### src/rtl/PkgSnow64LarFile.sv
// PkgSnow64LarFile
// Shared types and widths for the LAR file's memory-side bridge.
//   - line 256 b, base address 59 b, CPU byte address 64 b
//   - LarMemBridgeState: bridge FSM encoding
//   - LarMemBeatIndex: 64-bit beat slot within a line
//   - PartialPortIn/Out_LarMemBridge_Bus: bridge's view of the CPU memory bus
package PkgSnow64LarFile;

    localparam int unsigned LAR_LINE_WIDTH         = 256;
    localparam int unsigned LAR_BASE_ADDR_WIDTH    = 59;
    localparam int unsigned CPU_ADDR_WIDTH         = 64;
    localparam int unsigned LAR_MEM_BEAT_WIDTH     = 64;
    localparam int unsigned LAR_MEM_BEATS_PER_LINE = 4;

    typedef logic [1:0] LarMemBeatIndex;

    typedef enum logic [2:0] {
        StIdle   = 3'd0,
        StWrBeat = 3'd1,
        StWrResp = 3'd2,
        StRdBeat = 3'd3,
        StRdResp = 3'd4
    } LarMemBridgeState;

    typedef struct packed {
        logic        ack;
        logic [63:0] rdata;
    } PartialPortIn_LarMemBridge_Bus;

    typedef struct packed {
        logic        req;
        logic        we;
        logic [63:0] addr;
        logic [63:0] wdata;
    } PartialPortOut_LarMemBridge_Bus;

    // Byte address of one beat: line base, beat slot, 8-byte offset.
    function automatic logic [63:0] lar_mem_beat_addr(input logic [58:0] base,
                                                      input LarMemBeatIndex beat);
        return {base, beat, 3'b000};
    endfunction

endpackage

### src/rtl/snow64_lar_line_beat_mux.sv
// snow64_lar_line_beat_mux
// Combinational beat steering between a 256-bit line and 64-bit bus beats.
//   wr_line_i / wr_idx_i -> wr_beat_o    : beat k = line[64k+63:64k]
//   rd_line_i / rd_idx_i / rd_beat_i -> rd_line_o : line with slot k replaced
module snow64_lar_line_beat_mux
    import PkgSnow64LarFile::*;
(
    input  logic [255:0]   wr_line_i,
    input  LarMemBeatIndex wr_idx_i,
    output logic [63:0]    wr_beat_o,
    input  logic [255:0]   rd_line_i,
    input  LarMemBeatIndex rd_idx_i,
    input  logic [63:0]    rd_beat_i,
    output logic [255:0]   rd_line_o
);

    always_comb begin
        wr_beat_o = wr_line_i[{wr_idx_i, 6'b000000} +: 64];
        rd_line_o = rd_line_i;
        rd_line_o[{rd_idx_i, 6'b000000} +: 64] = rd_beat_i;
    end

endmodule

### src/rtl/snow64_lar_mem_bridge.sv
// snow64_lar_mem_bridge
// Services LAR file line fills / write-backs as four 64-bit beats on the CPU
// req/ack memory bus, then pulses a one-cycle valid (with the line for fills).
//   clk, rst                        : clock, async active-high reset
//   in_lar_mem_read_*               : fill request (level) + base address
//   in_lar_mem_write_*              : write-back request (level) + base + line
//   out_lar_mem_read_valid/data     : fill complete pulse + assembled line
//   out_lar_mem_write_valid         : write-back complete pulse
//   out_bus_req/we/addr/wdata       : registered bus beat request
//   in_bus_ack/rdata                : beat accepted / read beat data
// Build option: define SNOW64_LAR_MEM_BRIDGE_FWD_EN to answer a combined
// request with equal bases from the write-back line, skipping the bus fill.
module snow64_lar_mem_bridge
    import PkgSnow64LarFile::*;
(
    input  logic         clk,
    input  logic         rst,
    input  logic         in_lar_mem_read_req,
    input  logic [58:0]  in_lar_mem_read_base_addr,
    input  logic         in_lar_mem_write_req,
    input  logic [58:0]  in_lar_mem_write_base_addr,
    input  logic [255:0] in_lar_mem_write_data,
    output logic         out_lar_mem_read_valid,
    output logic [255:0] out_lar_mem_read_data,
    output logic         out_lar_mem_write_valid,
    output logic         out_bus_req,
    output logic         out_bus_we,
    output logic [63:0]  out_bus_addr,
    output logic [63:0]  out_bus_wdata,
    input  logic         in_bus_ack,
    input  logic [63:0]  in_bus_rdata
);

    localparam LarMemBeatIndex BEAT_LAST = LarMemBeatIndex'(LAR_MEM_BEATS_PER_LINE - 1);

    LarMemBridgeState               state_q, state_d;
    LarMemBeatIndex                 beat_q, beat_d;
    logic                           rd_pending_q, rd_pending_d;
    logic                           fwd_q, fwd_d;
    logic [58:0]                    wr_addr_q, wr_addr_d;
    logic [58:0]                    rd_addr_q, rd_addr_d;
    logic [255:0]                   wr_line_q, wr_line_d;
    logic [255:0]                   rd_line_q, rd_line_d;
    logic                           wr_valid_q, wr_valid_d;
    logic                           rd_valid_q, rd_valid_d;
    PartialPortOut_LarMemBridge_Bus bus_q, bus_d;
    PartialPortIn_LarMemBridge_Bus  bus_in;

    LarMemBeatIndex beat_nxt;
    LarMemBeatIndex wr_sel_idx;
    logic [255:0]   wr_sel_line;
    logic [63:0]    wr_beat;
    logic [255:0]   rd_line_asm;
    logic           fwd_match;

    assign bus_in   = {in_bus_ack, in_bus_rdata};
    assign beat_nxt = beat_q + 2'd1;

    // In idle the first write beat comes straight from the input line so
    // wdata is registered on the capture edge; afterwards from the held line.
    assign wr_sel_line = (state_q == StIdle) ? in_lar_mem_write_data : wr_line_q;
    assign wr_sel_idx  = (state_q == StIdle) ? '0 : beat_nxt;

`ifdef SNOW64_LAR_MEM_BRIDGE_FWD_EN
    assign fwd_match = in_lar_mem_read_req
                       && (in_lar_mem_read_base_addr == in_lar_mem_write_base_addr);
`else
    assign fwd_match = 1'b0;
`endif

    snow64_lar_line_beat_mux u_beat_mux (
        .wr_line_i (wr_sel_line),
        .wr_idx_i  (wr_sel_idx),
        .wr_beat_o (wr_beat),
        .rd_line_i (rd_line_q),
        .rd_idx_i  (beat_q),
        .rd_beat_i (bus_in.rdata),
        .rd_line_o (rd_line_asm)
    );

    always_comb begin
        state_d      = state_q;
        beat_d       = beat_q;
        rd_pending_d = rd_pending_q;
        fwd_d        = fwd_q;
        wr_addr_d    = wr_addr_q;
        rd_addr_d    = rd_addr_q;
        wr_line_d    = wr_line_q;
        rd_line_d    = rd_line_q;
        wr_valid_d   = 1'b0;
        rd_valid_d   = 1'b0;
        bus_d        = bus_q;

        unique case (state_q)
            StIdle: begin
                rd_addr_d = in_lar_mem_read_base_addr;
                if (in_lar_mem_write_req) begin
                    // Write-back always goes first; a concurrent fill waits.
                    state_d      = StWrBeat;
                    wr_addr_d    = in_lar_mem_write_base_addr;
                    wr_line_d    = in_lar_mem_write_data;
                    rd_pending_d = in_lar_mem_read_req;
                    fwd_d        = fwd_match;
                    bus_d.req    = 1'b1;
                    bus_d.we     = 1'b1;
                    bus_d.addr   = lar_mem_beat_addr(in_lar_mem_write_base_addr, '0);
                    bus_d.wdata  = wr_beat;
                end else if (in_lar_mem_read_req) begin
                    state_d     = StRdBeat;
                    bus_d.req   = 1'b1;
                    bus_d.we    = 1'b0;
                    bus_d.addr  = lar_mem_beat_addr(in_lar_mem_read_base_addr, '0);
                    bus_d.wdata = '0;
                end
            end
            StWrBeat: begin
                if (bus_in.ack) begin
                    beat_d = beat_nxt;
                    if (beat_q == BEAT_LAST) begin
                        state_d    = StWrResp;
                        wr_valid_d = 1'b1;
                        bus_d      = '0;
                    end else begin
                        bus_d.addr  = lar_mem_beat_addr(wr_addr_q, beat_nxt);
                        bus_d.wdata = wr_beat;
                    end
                end
            end
            StWrResp: begin
                rd_pending_d = 1'b0;
                fwd_d        = 1'b0;
                if (!rd_pending_q) begin
                    state_d = StIdle;
                end else if (fwd_q) begin
                    state_d    = StRdResp;
                    rd_valid_d = 1'b1;
                    rd_line_d  = wr_line_q;
                end else begin
                    state_d     = StRdBeat;
                    bus_d.req   = 1'b1;
                    bus_d.we    = 1'b0;
                    bus_d.addr  = lar_mem_beat_addr(rd_addr_q, '0);
                    bus_d.wdata = '0;
                end
            end
            StRdBeat: begin
                if (bus_in.ack) begin
                    beat_d    = beat_nxt;
                    rd_line_d = rd_line_asm;
                    if (beat_q == BEAT_LAST) begin
                        state_d    = StRdResp;
                        rd_valid_d = 1'b1;
                        bus_d      = '0;
                    end else begin
                        bus_d.addr = lar_mem_beat_addr(rd_addr_q, beat_nxt);
                    end
                end
            end
            StRdResp: begin
                state_d = StIdle;
            end
            default: begin
                state_d = StIdle;
            end
        endcase
    end

    always_ff @(posedge clk or posedge rst) begin
        if (rst) begin
            state_q      <= StIdle;
            beat_q       <= '0;
            rd_pending_q <= 1'b0;
            fwd_q        <= 1'b0;
            wr_addr_q    <= '0;
            rd_addr_q    <= '0;
            wr_line_q    <= '0;
            rd_line_q    <= '0;
            wr_valid_q   <= 1'b0;
            rd_valid_q   <= 1'b0;
            bus_q        <= '0;
        end else begin
            state_q      <= state_d;
            beat_q       <= beat_d;
            rd_pending_q <= rd_pending_d;
            fwd_q        <= fwd_d;
            wr_addr_q    <= wr_addr_d;
            rd_addr_q    <= rd_addr_d;
            wr_line_q    <= wr_line_d;
            rd_line_q    <= rd_line_d;
            wr_valid_q   <= wr_valid_d;
            rd_valid_q   <= rd_valid_d;
            bus_q        <= bus_d;
        end
    end

    assign out_lar_mem_read_valid  = rd_valid_q;
    assign out_lar_mem_read_data   = rd_line_q;
    assign out_lar_mem_write_valid = wr_valid_q;
    assign out_bus_req             = bus_q.req;
    assign out_bus_we              = bus_q.we;
    assign out_bus_addr            = bus_q.addr;
    assign out_bus_wdata           = bus_q.wdata;

endmodule

### config.mk
export PLATFORM = sky130hd
export DESIGN_NAME = snow64_lar_mem_bridge
export DESIGN_NICKNAME = d
export VERILOG_FILES = /design/src/rtl/PkgSnow64LarFile.sv /design/src/rtl/snow64_lar_line_beat_mux.sv /design/src/rtl/snow64_lar_mem_bridge.sv
export SDC_FILE = /design/constraint.sdc
export NUM_CORES = 2
export LEC_CHECK = 0
export ABC_AREA = 1
export ABC_CLOCK_PERIOD_IN_PS = 22300
export CAP_MARGIN = 20
export CELL_PAD_IN_SITES_DETAIL_PLACEMENT = 0
export CELL_PAD_IN_SITES_GLOBAL_PLACEMENT = 2
export CORE_ASPECT_RATIO = 1.2
export CORE_MARGIN = 1.5
export CORE_UTILIZATION = 29
export DETAILED_ROUTE_END_ITERATION = 8
export DONT_BUFFER_PORTS = 1
export PLACE_DENSITY_LB_ADDON = 0.1
export REMOVE_ABC_BUFFERS = 1
export SLEW_MARGIN = 10
export SYNTH_ARGS = -nofsm -noshare
export SYNTH_HDL_FRONTEND = slang
export SYNTH_HIERARCHICAL = 1
export SYNTH_SLANG_ARGS = --single-unit
### constraint.sdc
create_clock -name clk -period 22.3 [get_ports clk]
set_clock_uncertainty 0.05 [all_clocks]
set_input_delay 2.23 -clock clk [delete_from_list [all_inputs] [get_ports clk]]
set_output_delay 2.23 -clock clk [all_outputs]
set_load 0.1 [all_outputs]
==> impl_metrics.yaml <==
outcome:
  status: "complete, no violations"
finish:
  nets: 6671
  drive_above_1_share: 0.0485
  area_growth_syn_to_layout_pct: 9.99
  finish.utilization: 0.321
  fin_cells: 8268
logic_synthesis:
  avgSynthCellArea_sq_um: 6.67
  synth_top_cell_by_area: "dfrtp_1"
  synth-edff-count: 0
  yosysWarnings: 6
  synth_cell_types: 28
  synthFlopType: "dfrtp_1"
  ys_async_sr_fraction: 1.00
  yosysMostFrequentCell: "nand2_1"
  synth.area.top_cells: "dfrtp_1 44%, nand2_1 25%, nand3_1 8.1%, inv_1 6.2%, o21ai_0 5.2%"
  synth_seq_area_share: 0.441
  ys_ff_latch: 765
  synth_commonest_cells: "2,926 x nand2_1, 765 x dfrtp_1, 714 x inv_1"
  synth_top_area_share: 0.441
  syn_inst: 6505
  synth_area_sq_um: 43400
place:
  routabilityCongestion: 0.807
  dpl.cell_count: 8071
  hpwl_um: 109000
  port_buffers: 0
die:
  rows: 155
  dieWidth_um: 356
  die_y_um: 427
  design.die.area_sq_um: 152000
  io_pins: 831
  core_area_sq_um: 149000
  start_util: 0.292
routing:
  final_antenna_net_count: 0
  dr.pass1.iters: 5
  vias: 39600
  avgRoutedWirePerCell_um: 21.7
  drc: 0
  routed_wl_um: 179000
  drtIter0Drc: 2868
  drt-vias-per-instance: 4.79
setup_path:
  reg2reg_slack_ns: 16.71
  ff2ff_path_depth: 11
  endpoint_kind: "flop"
  worstReg2RegEnd: "wr_line_q[43]$_DFFE_PP0P_"
  crit_required_ns: 22.89
  worstPathMaxFanout: 224
  path_class: "input pin to flop"
  crit_arrival_ns: 6.69
  crit_path_end: "wr_line_q[43]$_DFFE_PP0P_"
  crit_start: "in_lar_mem_write_req"
  reg2reg_from: "state_q[1]$_DFFE_PP0P_"
  start_kind: "input pin"
global_routing:
  grt_pass1_wl_um: 262000
  grt_pass1_vias: 37700
  grt_use_total: 0.230
  grt_max_degree: 262
  overflow: 0
  antenna_found_initial: 41
clocking:
  cts_tree: "done"
  clk-insertion-delay-late_ns: 0.73
  cts_buffers: 97
  ctsRootBufferMaster: "clkbuf_16"
  cts_max_path_buffers: 3
  h-tree-depth: 3
  cts-hold-fix-buffers: 0
  path_clk_slew_ns: 0.06
  cts_resized: 0
  cts_setup_buffers: 0
  numClockSinks: 765
timing:
  min_period_ns: 6.11
  relSlewSlack: 0.194
  rsz0062_at_grt: "no"
  finalSetupViolations: 0
  slew_viol_final: 0
  timing.fmax_mhz: 164
  hold_viol: 0
  fin_crit_sh: 0.274
  worstMarginPinSlew_ns: 1.21
power_and_ir_drop:
  p_leak_nw: 26.8
  power_density_nw_per_um2: 187
  ir_worst_vdd_mv: 0.163
worst_hold_path:
  hp-class: "flop to flop"
flow_run:
  maxCapViolations: 0
## worst min path at each step
stage | end | startpoint | slack [ns] | cells after the start
floorplan | wr_addr_q[0]$_DFFE_PP0P_ | wr_addr_q[0]$_DFFE_PP0P_ | 0.39 | 2
global placement | wr_addr_q[13]$_DFFE_PP0P_ | wr_addr_q[13]$_DFFE_PP0P_ | 0.40 | 2
detailed placement | wr_addr_q[52]$_DFFE_PP0P_ | wr_addr_q[52]$_DFFE_PP0P_ | 0.41 | 2
CTS | wr_addr_q[22]$_DFFE_PP0P_ | wr_addr_q[22]$_DFFE_PP0P_ | 0.42 | 2
global route | wr_addr_q[28]$_DFFE_PP0P_ | wr_addr_q[28]$_DFFE_PP0P_ | 0.44 | 2
finish | wr_addr_q[13]$_DFFE_PP0P_ | wr_addr_q[13]$_DFFE_PP0P_ | 0.42 | 2
## layout make-up
| class | instances | area [sq um] |
|---|---|---|
| clock buffers | 153 | 2890 |
| inverters | 725 | 2740 |
| fillers | 16400 | 101000 |
| clock inverters | 17 | 205 |
| flip-flops and latches | 765 | 19100 |
| repair buffers | 69 | 696 |
| multi-input cells | 4563 | 19500 |
| well taps | 1962 | 2450 |
| diodes | 14 | 35.0 |
## per-layer routing
metal | GRT usage | part of all wire | up-vias
li1 | - | - | 19400
met1 | 0.281 | 0.41 | 18800
met2 | 0.369 | 0.46 | 1073
met3 | 0.0861 | 0.094 | 255
met4 | 0.0809 | 0.030 | 56
met5 | 0 | 0.0019 | -
## kinds of logic (layout without fill, tap and decap cells)
kind of cell	Yosys count	after routing	share of synthesized area
AO/OA/AOI/OAI	700	700	0.0809
XOR/XNOR	1	1	0.000202
adder cells (fa/ha/maj)	7	7	0.00202
buffers and inverters	1179	964	0.111
flip-flops	765	765	0.441
other	1	17	0.0000865
AND/OR/NAND/NOR	3852	3852	0.365
## critical path, stage by stage
cell	delay [ns]
inv_1	0.24
nor2_8	0.05
buf_4	0.40
inv_8	0.75
buf_4	0.89
buf_12	0.67
buf_4	0.42
buf_16	0.32
nand2_1	0.10
o21ai_1	0.08
## per-stage QoR
stage               total power, mW  worst slack (ns)  cell area, sq um  hold slack (ns)   TNS, ns
floorplan                      6.15             -1.45             41300            0.393  -1111.63
global placement               7.41             15.38             44400            0.404         0
detailed placement             7.45             15.31             44400            0.409         0
CTS                            9.08             16.08             47500            0.424         0
global route                   9.68             15.93             47700            0.441         0
finish                         8.94             16.19             47700            0.420         0
## sequential cells by signal, summed over array words and instances (netlist names), 2 cells and up
name / count
beat_q: 2
out_bus_addr: 61
out_bus_wdata: 64
out_lar_mem_read_data: 256
rd_addr_q: 59
state_q: 3
wr_addr_q: 59
wr_line_q: 256
## placed cells by master (no fill, tap or decap), drive strengths merged
cell type | synthesis | final
nand2 | 2928 | 2928
dfrtp | 765 | 765
inv | 725 | 728
nand3 | 707 | 707
o21ai | 699 | 699
clkbuf | 204 | 160
nor2 | 94 | 94
or2 | 64 | 64
buf | 250 | 62
nand3b | 55 | 55
diode | 0 | 14
clkinv | 0 | 12
ha | 7 | 7
nor3 | 3 | 3
conb | 1 | 3
o21a | 1 | 1
nand4 | 1 | 1
xnor2 | 1 | 1
clkinvlp | 0 | 1
bufinv | 0 | 1
## where the power goes
part | switching, mW | internal, mW
clock | 0.683 | 0.898
sequential | 1.74 | 1.88
combinational | 2.64 | 1.09
total | 5.07 | 3.87
Note: power is estimated with default switching activity, not from simulation.
